**config.mk**
```make
export PLATFORM = sky130hd
export DESIGN_NAME = clk_sched_ctrl_flat
export DESIGN_NICKNAME = d
export VERILOG_FILES = /design/src/rtl/clk_sched_pkg.sv /design/src/rtl/clk_sched_ctrl_if.sv /design/src/rtl/clk_phase_cnt.sv /design/src/rtl/clk_sched_ctrl.sv /design/src/flat_wrapper.sv
export SDC_FILE = /design/constraint.sdc
export NUM_CORES = 1
export LEC_CHECK = 0
export ABC_CLOCK_PERIOD_IN_PS = 1800
export CAP_MARGIN = 20
export CORE_AREA = 2 2 39 41
export CTS_BUF_LIST = sky130_fd_sc_hd__clkbuf_8
export CTS_CLUSTER_SIZE = 24
export DETAILED_ROUTE_END_ITERATION = 8
export DIE_AREA = 0 0 41 43
export GPL_ROUTABILITY_DRIVEN = 1
export PLACE_DENSITY = 0.74
export SYNTH_ARGS = -nofsm -noshare
export SYNTH_HDL_FRONTEND = slang
export SYNTH_SLANG_ARGS = --single-unit
```
**constraint.sdc**
```tcl
create_clock -name clk8f -period 1.8 [get_ports clk8f]
set_input_delay 0.18 -clock clk8f [delete_from_list [all_inputs] [get_ports clk8f]]
set_output_delay 0.18 -clock clk8f [all_outputs]
set_load 0.02 [all_outputs]
```
**src/rtl/clk_sched_pkg.sv**
```systemverilog
// Shared encodings and phase-decode constants for the 8f clock scheduler.
package clk_sched_pkg;

    typedef enum logic [1:0] {
        IDLE  = 2'd0,
        SYNC  = 2'd1,
        RUN   = 2'd2,
        DRAIN = 2'd3
    } sched_state_e;

    localparam int             PH_W     = 3;
    localparam logic [PH_W-1:0] PH_LAST  = 3'd7;
    localparam logic [1:0]      PH2_MASK = 2'd3;

endpackage

```
**src/rtl/clk_sched_ctrl_if.sv**
```systemverilog
// Request/status bundle between the control logic and the clock scheduler.
interface clk_sched_ctrl_if;
    import clk_sched_pkg::*;

    logic              en_req;
    logic              stop_req;
    logic [PH_W-1:0]   ph;
    logic              ce_4f;
    logic              ce_2f;
    logic              ce_f;
    logic [1:0]        lane_sel;
    logic              running;
    logic              ack;
    sched_state_e      state;

    modport master (
        output en_req, stop_req,
        input  ph, ce_4f, ce_2f, ce_f, lane_sel, running, ack, state
    );

    modport slave (
        input  en_req, stop_req,
        output ph, ce_4f, ce_2f, ce_f, lane_sel, running, ack, state
    );

endinterface

```
**src/rtl/clk_phase_cnt.sv**
```systemverilog
// Free-running 3-bit phase counter with synchronous clear and count enable.
module clk_phase_cnt
    import clk_sched_pkg::*;
(
    input  logic            clk8f,
    input  logic            reset,
    input  logic            clr,
    input  logic            en,
    output logic [PH_W-1:0] ph
);

    // NOTE: sequential state uses non-blocking assignments so every flop samples pre-edge values.
    always_ff @(posedge clk8f or posedge reset) begin
        if (reset)
            ph <= '0;
        else if (clr)
            ph <= '0;
        else if (en)
            ph <= ph + PH_W'(1);
    end

endmodule

```
**src/rtl/clk_sched_ctrl.sv**
```systemverilog
// Start/stop FSM and strobe scheduler for the f/2f/4f domains, clocked at 8f.
module clk_sched_ctrl
    import clk_sched_pkg::*;
#(
    parameter int SYNC_CYCLES = 16,
    parameter int SYNC_W      = 5
)(
    input  logic             clk8f,
    input  logic             reset,
    clk_sched_ctrl_if.slave  bus
);

    localparam logic [SYNC_W-1:0] SYNC_LAST = SYNC_W'(SYNC_CYCLES - 1);

    sched_state_e      state_q, state_d;
    logic [SYNC_W-1:0] sync_cnt;
    logic [PH_W-1:0]   ph;
    logic              ph_clr, ph_en;
    logic              ack_d, ack_q;
    logic              running;

    clk_phase_cnt u_phase_cnt (
        .clk8f (clk8f),
        .reset (reset),
        .clr   (ph_clr),
        .en    (ph_en),
        .ph    (ph)
    );

    // NOTE: every always_comb output gets a default first so no path can infer a latch.
    always_comb begin
        state_d = state_q;
        ph_clr  = 1'b0;
        ph_en   = 1'b0;
        ack_d   = 1'b0;
        case (state_q)
            IDLE: begin
                ph_clr = 1'b1;
                if (bus.en_req && !bus.stop_req)
                    state_d = SYNC;
            end
            SYNC: begin
                if (!bus.en_req) begin
                    state_d = IDLE;
                    ph_clr  = 1'b1;
                end else begin
                    // SYNC_CYCLES is a multiple of 8, so ph wraps to 0 exactly as RUN begins.
                    ph_en = 1'b1;
                    if (sync_cnt == SYNC_LAST) begin
                        state_d = RUN;
                        ack_d   = 1'b1;
                    end
                end
            end
            RUN: begin
                ph_en = 1'b1;
                if (bus.stop_req)
                    state_d = DRAIN;
            end
            DRAIN: begin
                ph_en = 1'b1;
                if (ph == PH_LAST) begin
                    state_d = IDLE;
                    ack_d   = 1'b1;
                end
            end
            default: state_d = IDLE;
        endcase
    end

    always_ff @(posedge clk8f or posedge reset) begin
        if (reset) begin
            state_q  <= IDLE;
            sync_cnt <= '0;
            ack_q    <= 1'b0;
        end else begin
            state_q  <= state_d;
            ack_q    <= ack_d;
            sync_cnt <= (state_q == SYNC) ? sync_cnt + SYNC_W'(1) : '0;
        end
    end

    // Strobes decode only registered state and phase, keeping outputs glitch-free.
    assign running      = (state_q == RUN) || (state_q == DRAIN);
    assign bus.ph       = ph;
    assign bus.running  = running;
    assign bus.ce_4f    = running && ph[0];
    assign bus.ce_2f    = running && ((ph[1:0] & PH2_MASK) == PH2_MASK);
    assign bus.ce_f     = running && (ph == PH_LAST);
    assign bus.lane_sel = running ? ph[2:1] : 2'b00;
    assign bus.ack      = ack_q;
    assign bus.state    = state_q;

endmodule

```
**src/flat_wrapper.sv**
```systemverilog
// flat-port wrapper written by rule: the top's interface ports become plain ports
module clk_sched_ctrl_flat import clk_sched_pkg::*;
#(
    parameter int SYNC_CYCLES = 16,
    parameter int SYNC_W      = 5
)
  (clk8f, reset, bus_en_req, bus_stop_req, bus_ph, bus_ce_4f, bus_ce_2f, bus_ce_f, bus_lane_sel, bus_running, bus_ack, bus_state);
  clk_sched_ctrl_if bus_i ();
  input  logic clk8f;
  input  logic reset;
  input wire logic [$bits(bus_i.en_req)-1:0] bus_en_req;
  input wire logic [$bits(bus_i.stop_req)-1:0] bus_stop_req;
  output wire logic [$bits(bus_i.ph)-1:0] bus_ph;
  output wire logic [$bits(bus_i.ce_4f)-1:0] bus_ce_4f;
  output wire logic [$bits(bus_i.ce_2f)-1:0] bus_ce_2f;
  output wire logic [$bits(bus_i.ce_f)-1:0] bus_ce_f;
  output wire logic [$bits(bus_i.lane_sel)-1:0] bus_lane_sel;
  output wire logic [$bits(bus_i.running)-1:0] bus_running;
  output wire logic [$bits(bus_i.ack)-1:0] bus_ack;
  output wire logic [$bits(bus_i.state)-1:0] bus_state;
  assign bus_i.en_req = bus_en_req;
  assign bus_i.stop_req = bus_stop_req;
  assign bus_ph = bus_i.ph;
  assign bus_ce_4f = bus_i.ce_4f;
  assign bus_ce_2f = bus_i.ce_2f;
  assign bus_ce_f = bus_i.ce_f;
  assign bus_lane_sel = bus_i.lane_sel;
  assign bus_running = bus_i.running;
  assign bus_ack = bus_i.ack;
  assign bus_state = bus_i.state;
  clk_sched_ctrl #(.SYNC_CYCLES(SYNC_CYCLES), .SYNC_W(SYNC_W)) u_core (.clk8f(clk8f), .reset(reset), .bus(bus_i));
endmodule
```
; ---- Yosys cells after proc, flatten, opt, wreduce, memory -nomap -nowiden
; Cells that the tools add are included.
[op_classes]
n_eq_ne = 10
addsub = 2
n_reduce_logical = 10
muxes = 18
[ops]
columns = operator, count
row1 = two-way mux 2 bit, 6
row2 = case mux 2 bit (4 select lines), 1
row3 = "== test 2 bit, second input constant", 3
row4 = two-way mux 3 bit, 2
row5 = case mux 1 bit (2 select lines), 3
row6 = "adder 5 x 1 -> 5 bit, second input constant", 1
row7 = "== test 5 x 4 -> 1 bit, second input constant", 1
row8 = two-way mux 1 bit, 5
row9 = two-way mux 5 bit, 1
row10 = logical AND 1 bit, 4
row11 = "inequality test 2 x 1 -> 1 bit, second input constant", 2
row12 = AND reduction 4 bit, 1
row13 = "adder 3 x 1 -> 3 bit, second input constant", 1
row14 = "== test 3 bit, second input constant", 1
row15 = "inequality test 3 x 2 -> 1 bit, second input constant", 1
row16 = "== test 2 x 1 -> 1 bit, second input constant", 1
row17 = zero test 2 bit, 1
row18 = "inequality test 2 bit, second input constant", 1
row19 = nonzero test 2 bit, 1
row20 = OR reduction 2 bit, 1
row21 = zero test 1 bit, 1
row22 = logical OR 1 bit, 1
[word_totals]
ff_bits = 11
out_inout_bits = 12
inputBits = 4
wordCells = 44

; ---- Longest topological paths before layout
[logic_depth]
word_depth = 5
ltp_mapped = 5

; ---- Modules after synthesis
; From an unflattened synthesis, not the netlist that was laid out.
[unflattened]
cells_unflattened = 55
hier_area_um2 = 574.3
[by_module_without_submodules]
columns = module, seq_area_each_um2, cells_each, instances, area_per_inst_um2
row1 = clk_sched_ctrl, 200.2, 43, 1, 434.2
row2 = clk_phase_cnt, 75.1, 12, 1, 140.1

; ---- Worst setup path before layout
; OpenSTA, ideal clock, no wires.
[synth_timing]
path_type = reg-to-reg
startpoint = register u_core.u_phase_cnt.ph[0]
endpoint = register u_core.ack_q (netlist: u_core.bus.ack)
setup_time_ps = 119
stages_incl_launch_ff = 5
t_arrival_ps = 1302
period_less_slack_ps = 1421
path_buffers = 0
setup_slack_ps = 379
cell_sequence = dfrtp_1 > ha_1 > ha_1 > and2_1 > o21a_1
[synth_between]
elab_chain_len = 3
[synth_lines]
columns = element, line_no
row1 = "start, declared", clk_phase_cnt.sv:9  ; output logic [PH_W-1:0] ph
row2 = "start signal, assigned", clk_phase_cnt.sv:19  ; ph <= ph + PH_W'(1);
row3 = == test 3 bit, clk_sched_ctrl.sv:62  ; if (ph == PH_LAST) begin
row4 = two-way mux 1 bit, clk_sched_ctrl.sv:62
row5 = case mux 1 bit (2 select lines), clk_sched_ctrl.sv:36  ; case (state_q)
row6 = net u_core.ack_d, clk_sched_ctrl.sv:19  ; logic ack_d, ack_q;
row7 = "end signal, assigned", clk_sched_ctrl.sv:78  ; ack_q <= ack_d;
row8 = "end, declared", clk_sched_ctrl.sv:19
; The timed path passes the listed nets, and every way through them passes these cells.
; A chain may end at the register's enable or synchronous reset.

; ---- Worst setup path after layout
[layout_timing]
startpoint = register u_core.u_phase_cnt.ph[0]
endpoint = output bus_ce_2f
[layout_between]
elab_chain_len = 2
[layout_lines]
columns = element, line_no
row1 = == test 2 bit, clk_sched_ctrl.sv:88  ; assign bus.ce_2f = running && ((ph[1:0] & PH2_MASK) == PH2_MASK);
row2 = logical AND 1 bit, clk_sched_ctrl.sv:88
row3 = "end, declared", flat_wrapper.sv:15  ; output wire logic [$bits(bus_i.ce_2f)-1:0] bus_ce_2f;
; Every way passes these cells.

==> impl_metrics.env <==
export IMPL_io_pins=16
export IMPL_ctsHoldBuffers=0
export IMPL_crit_path_end_kind="primary output"
export IMPL_synth_ff_type="dfrtp_1"
export IMPL_synth_warning_count=0
export IMPL_cts_made_buffers=3
export IMPL_regArea_um2=275
export IMPL_grt_setup_unrepaired="no"
export IMPL_gp_congestion=0.774
export IMPL_reg2reg_from="u_core.sync_cnt[0]$_DFF_PP0_"
export IMPL_pwr_share_clk_pct=45.1
export IMPL_syn_area_um2=536
export IMPL_synth_edff_count=0
export IMPL_crit_family="buffers and inverters"
export IMPL_maxCapViolCount=0
export IMPL_synthTopCellsByCount="dfrtp_1, and2_1, nor2_1, ha_1"
export IMPL_crit_type="reg2out"
export IMPL_synth_area_leader_cell="dfrtp_1"
export IMPL_syn_avg_cell_area_um2=10.9
export IMPL_slew_violations=0
export IMPL_cts_tree="yes"
export IMPL_cpMaxStageDelayCell="clkdlybuf4s50_1"
export IMPL_crit_path_start_kind="flip-flop"
export IMPL_setup_violations=0
export IMPL_setup_worst_path_start="u_core.u_phase_cnt.ph[0]$_DFFE_PP0P_"
export IMPL_floorplan_rows=14
export IMPL_synth_most_common_cell="dfrtp_1"
export IMPL_cts_root_buffer="clkbuf_8"
export IMPL_overflow=0
export IMPL_clock_latency_ns=0.24
export IMPL_grt_usage_pct=13.1
export IMPL_crit_arrival_ns=1.55
export IMPL_synth_nets=57
export IMPL_required_ns=1.62
export IMPL_ys_ff_latch=11
export IMPL_max_slew_margin_rel_pct=72.8
export IMPL_drc_errors=0
export IMPL_avgViaCountPerCell=4.90
export IMPL_sequentialPowerShare_pct=47.6
export IMPL_fillers=143
export IMPL_power_density_nw_per_um2=757
export IMPL_crit_chain="ha_1 -> and2_1 -> clkdlybuf4s50_1"
export IMPL_finalSetupTns_ns=0
export IMPL_skew_ns=0.00152
export IMPL_hold_viol_final=0
export IMPL_cts_max_path_buffers=2
export IMPL_slowest_delay_ns=0.53
export IMPL_worstPathMaxFanout=4
export IMPL_io_buffers=15
export IMPL_post_drt_wl_per_cell_um=11.6
export IMPL_synthTopCellsByArea="dfrtp_1, ha_1, and2_1, nor2_1, nand2b_4"
export IMPL_post_route_period_util_pct=96.0
export IMPL_synth_cell_types=23
export IMPL_die_area_um2=1760
export IMPL_grt_pass1_wl_mm=1.42
export IMPL_switching_power_w=0.000124
export IMPL_status="finished clean"
export IMPL_tightestPinTransition_ns=0.408
export IMPL_cts_setup_buffers=0
export IMPL_path_clk_slew_ns=0.05
export IMPL_clock_sinks=11
export IMPL_grt_max_degree=12
export IMPL_nets=74
export IMPL_peakVddDrop_uv=509
export IMPL_routed_wl_um=937
export IMPL_p_leak_nw=0.355
export IMPL_crit_buf_inv=1
export IMPL_grt_pass1_vias=358
export IMPL_yosysTopAreaCellShare_pct=51.4
export IMPL_maxClockFrequency_ghz=0.579
export IMPL_core_um2=1380
export IMPL_place_hpwl_um=673
export IMPL_power_w=0.000552
export IMPL_drive_gt1_share_pct=12.3
export IMPL_min_path_type="in2async"
export IMPL_ys_seq_area_share_pct=51.4
export IMPL_cts_resized=1
export IMPL_antenna_found_initial=0
export IMPL_combPwrFrac_pct=7.4
export IMPL_die_y_um=43
export IMPL_num_vias=397
export IMPL_async_flop_share_pct=100
export IMPL_switching_share_pct=22.6
export IMPL_area_delta_synth_final_pct=36.0
export IMPL_diodes=0
export IMPL_multiInputGateArea_um2=226
export IMPL_p_int_w=0.000427
export IMPL_drtAntennaViolNets=0
export IMPL_initial_core_util_pct=38.7
export IMPL_period_minus_slack_ns=1.73
export IMPL_first_pass_iters=5
export IMPL_die_x_um=41
export IMPL_r2r_slack_ns=0.33
export IMPL_h_tree_depth=1
export IMPL_netlist_instances=49
export IMPL_dr_first_iter_drc_count=2
-- cells by family after synthesis --
logic type                 Yosys count  synth area share (%)
AOI/OAI and AO/OA                    6                  8.18
xor gates and xnor gates             2                  3.27
adders and majority gates            4                  9.35
buffers and inverters                6                  6.31
DFF                                 11                  51.4
and+or+nand+nor                     20                  21.5
-- layout make-up --
type                       instances  area share (%)
sequential                        11            37.8
clock inverter                     1           0.687
tap                               16            2.75
multi-input combinational         32            31.1
inverter                           3            1.55
timing repair buffer              15            20.4
clock buffer                       3            5.67
-- stage by stage --
step / setup WS [ns] / area (um^2) / utilization [%] / hold WS (ns) / instances
floorplan: 0.379 / 536 / - / 0.0324 / 49
global placement: 0.137 / 683 / 49.4 / 0.453 / 77
detailed placement: 0.113 / 683 / 49.4 / 0.468 / 77
CTS: 0.0680 / 728 / 52.6 / 0.241 / 81
global route: 0.0190 / 728 / 52.6 / 0.293 / 81
finish: 0.0724 / 728 / 52.6 / 0.225 / 81
-- cell usage in the layout, fill, tap and decap left out, types with 2 or more instances in the layout --
cell type,instances
nor2b_1,2
clkdlybuf4s50_1,14
nor2_1,5
and2_1,5
inv_1,2
a31oi_1,2
dfrtp_1,11
ha_1,4
clkbuf_8,3
and3_1,2
nand2_1,2
-- worst reg2reg max path, stage by stage, from the launching register on --
cell and delay, ns:
dfrtp_1 0.39, ha_1 0.23, and3_1 0.19, ha_1 0.21, and3_1 0.19, o21a_1 0.16
-- power groups by stage --
stage | Clock [W] | Sequential (W) | Combinational, W
floorplan | 0 | 0.000267 | 0.0000236
global placement | 0 | 0.000266 | 0.0000408
detailed placement | 0 | 0.000267 | 0.0000411
CTS | 0.000250 | 0.000262 | 0.0000414
global route | 0.000266 | 0.000263 | 0.0000454
finish | 0.000249 | 0.000262 | 0.0000406
-- flip-flops by register name, summed over array words and instances (netlist names), named ones only --
name	count
u_core.u_phase_cnt.ph	3
u_core.bus.ack	1
u_core.sync_cnt	5
u_core.bus.state	1
-- per-layer routing --
metal / wire [um] / vias up / share of wire (%) / track usage, %
met4: 44 / 0 / 4.7 / 14.0
met5: 0 / - / 0 / 0
met1: 401 / 181 / 43 / 15.2
li1: - / 194 / - / -
met3: 67 / 5 / 7.2 / 3.14
met2: 423 / 17 / 45 / 17.8
-- final timing paths --
path / end / cells after the start
max reg2reg: u_core.bus.ack$_DFF_PP0_ / 5
min in group clk8f: u_core.sync_cnt[0]$_DFF_PP0_ / 1
max in group asynchronous: asynchronous set/reset pin / 2
min: u_core.sync_cnt[3]$_DFF_PP0_ / 2
min reg2reg: u_core.sync_cnt[0]$_DFF_PP0_ / 1
max: bus_ce_2f / 3
(Power assumes the default switching activity.)
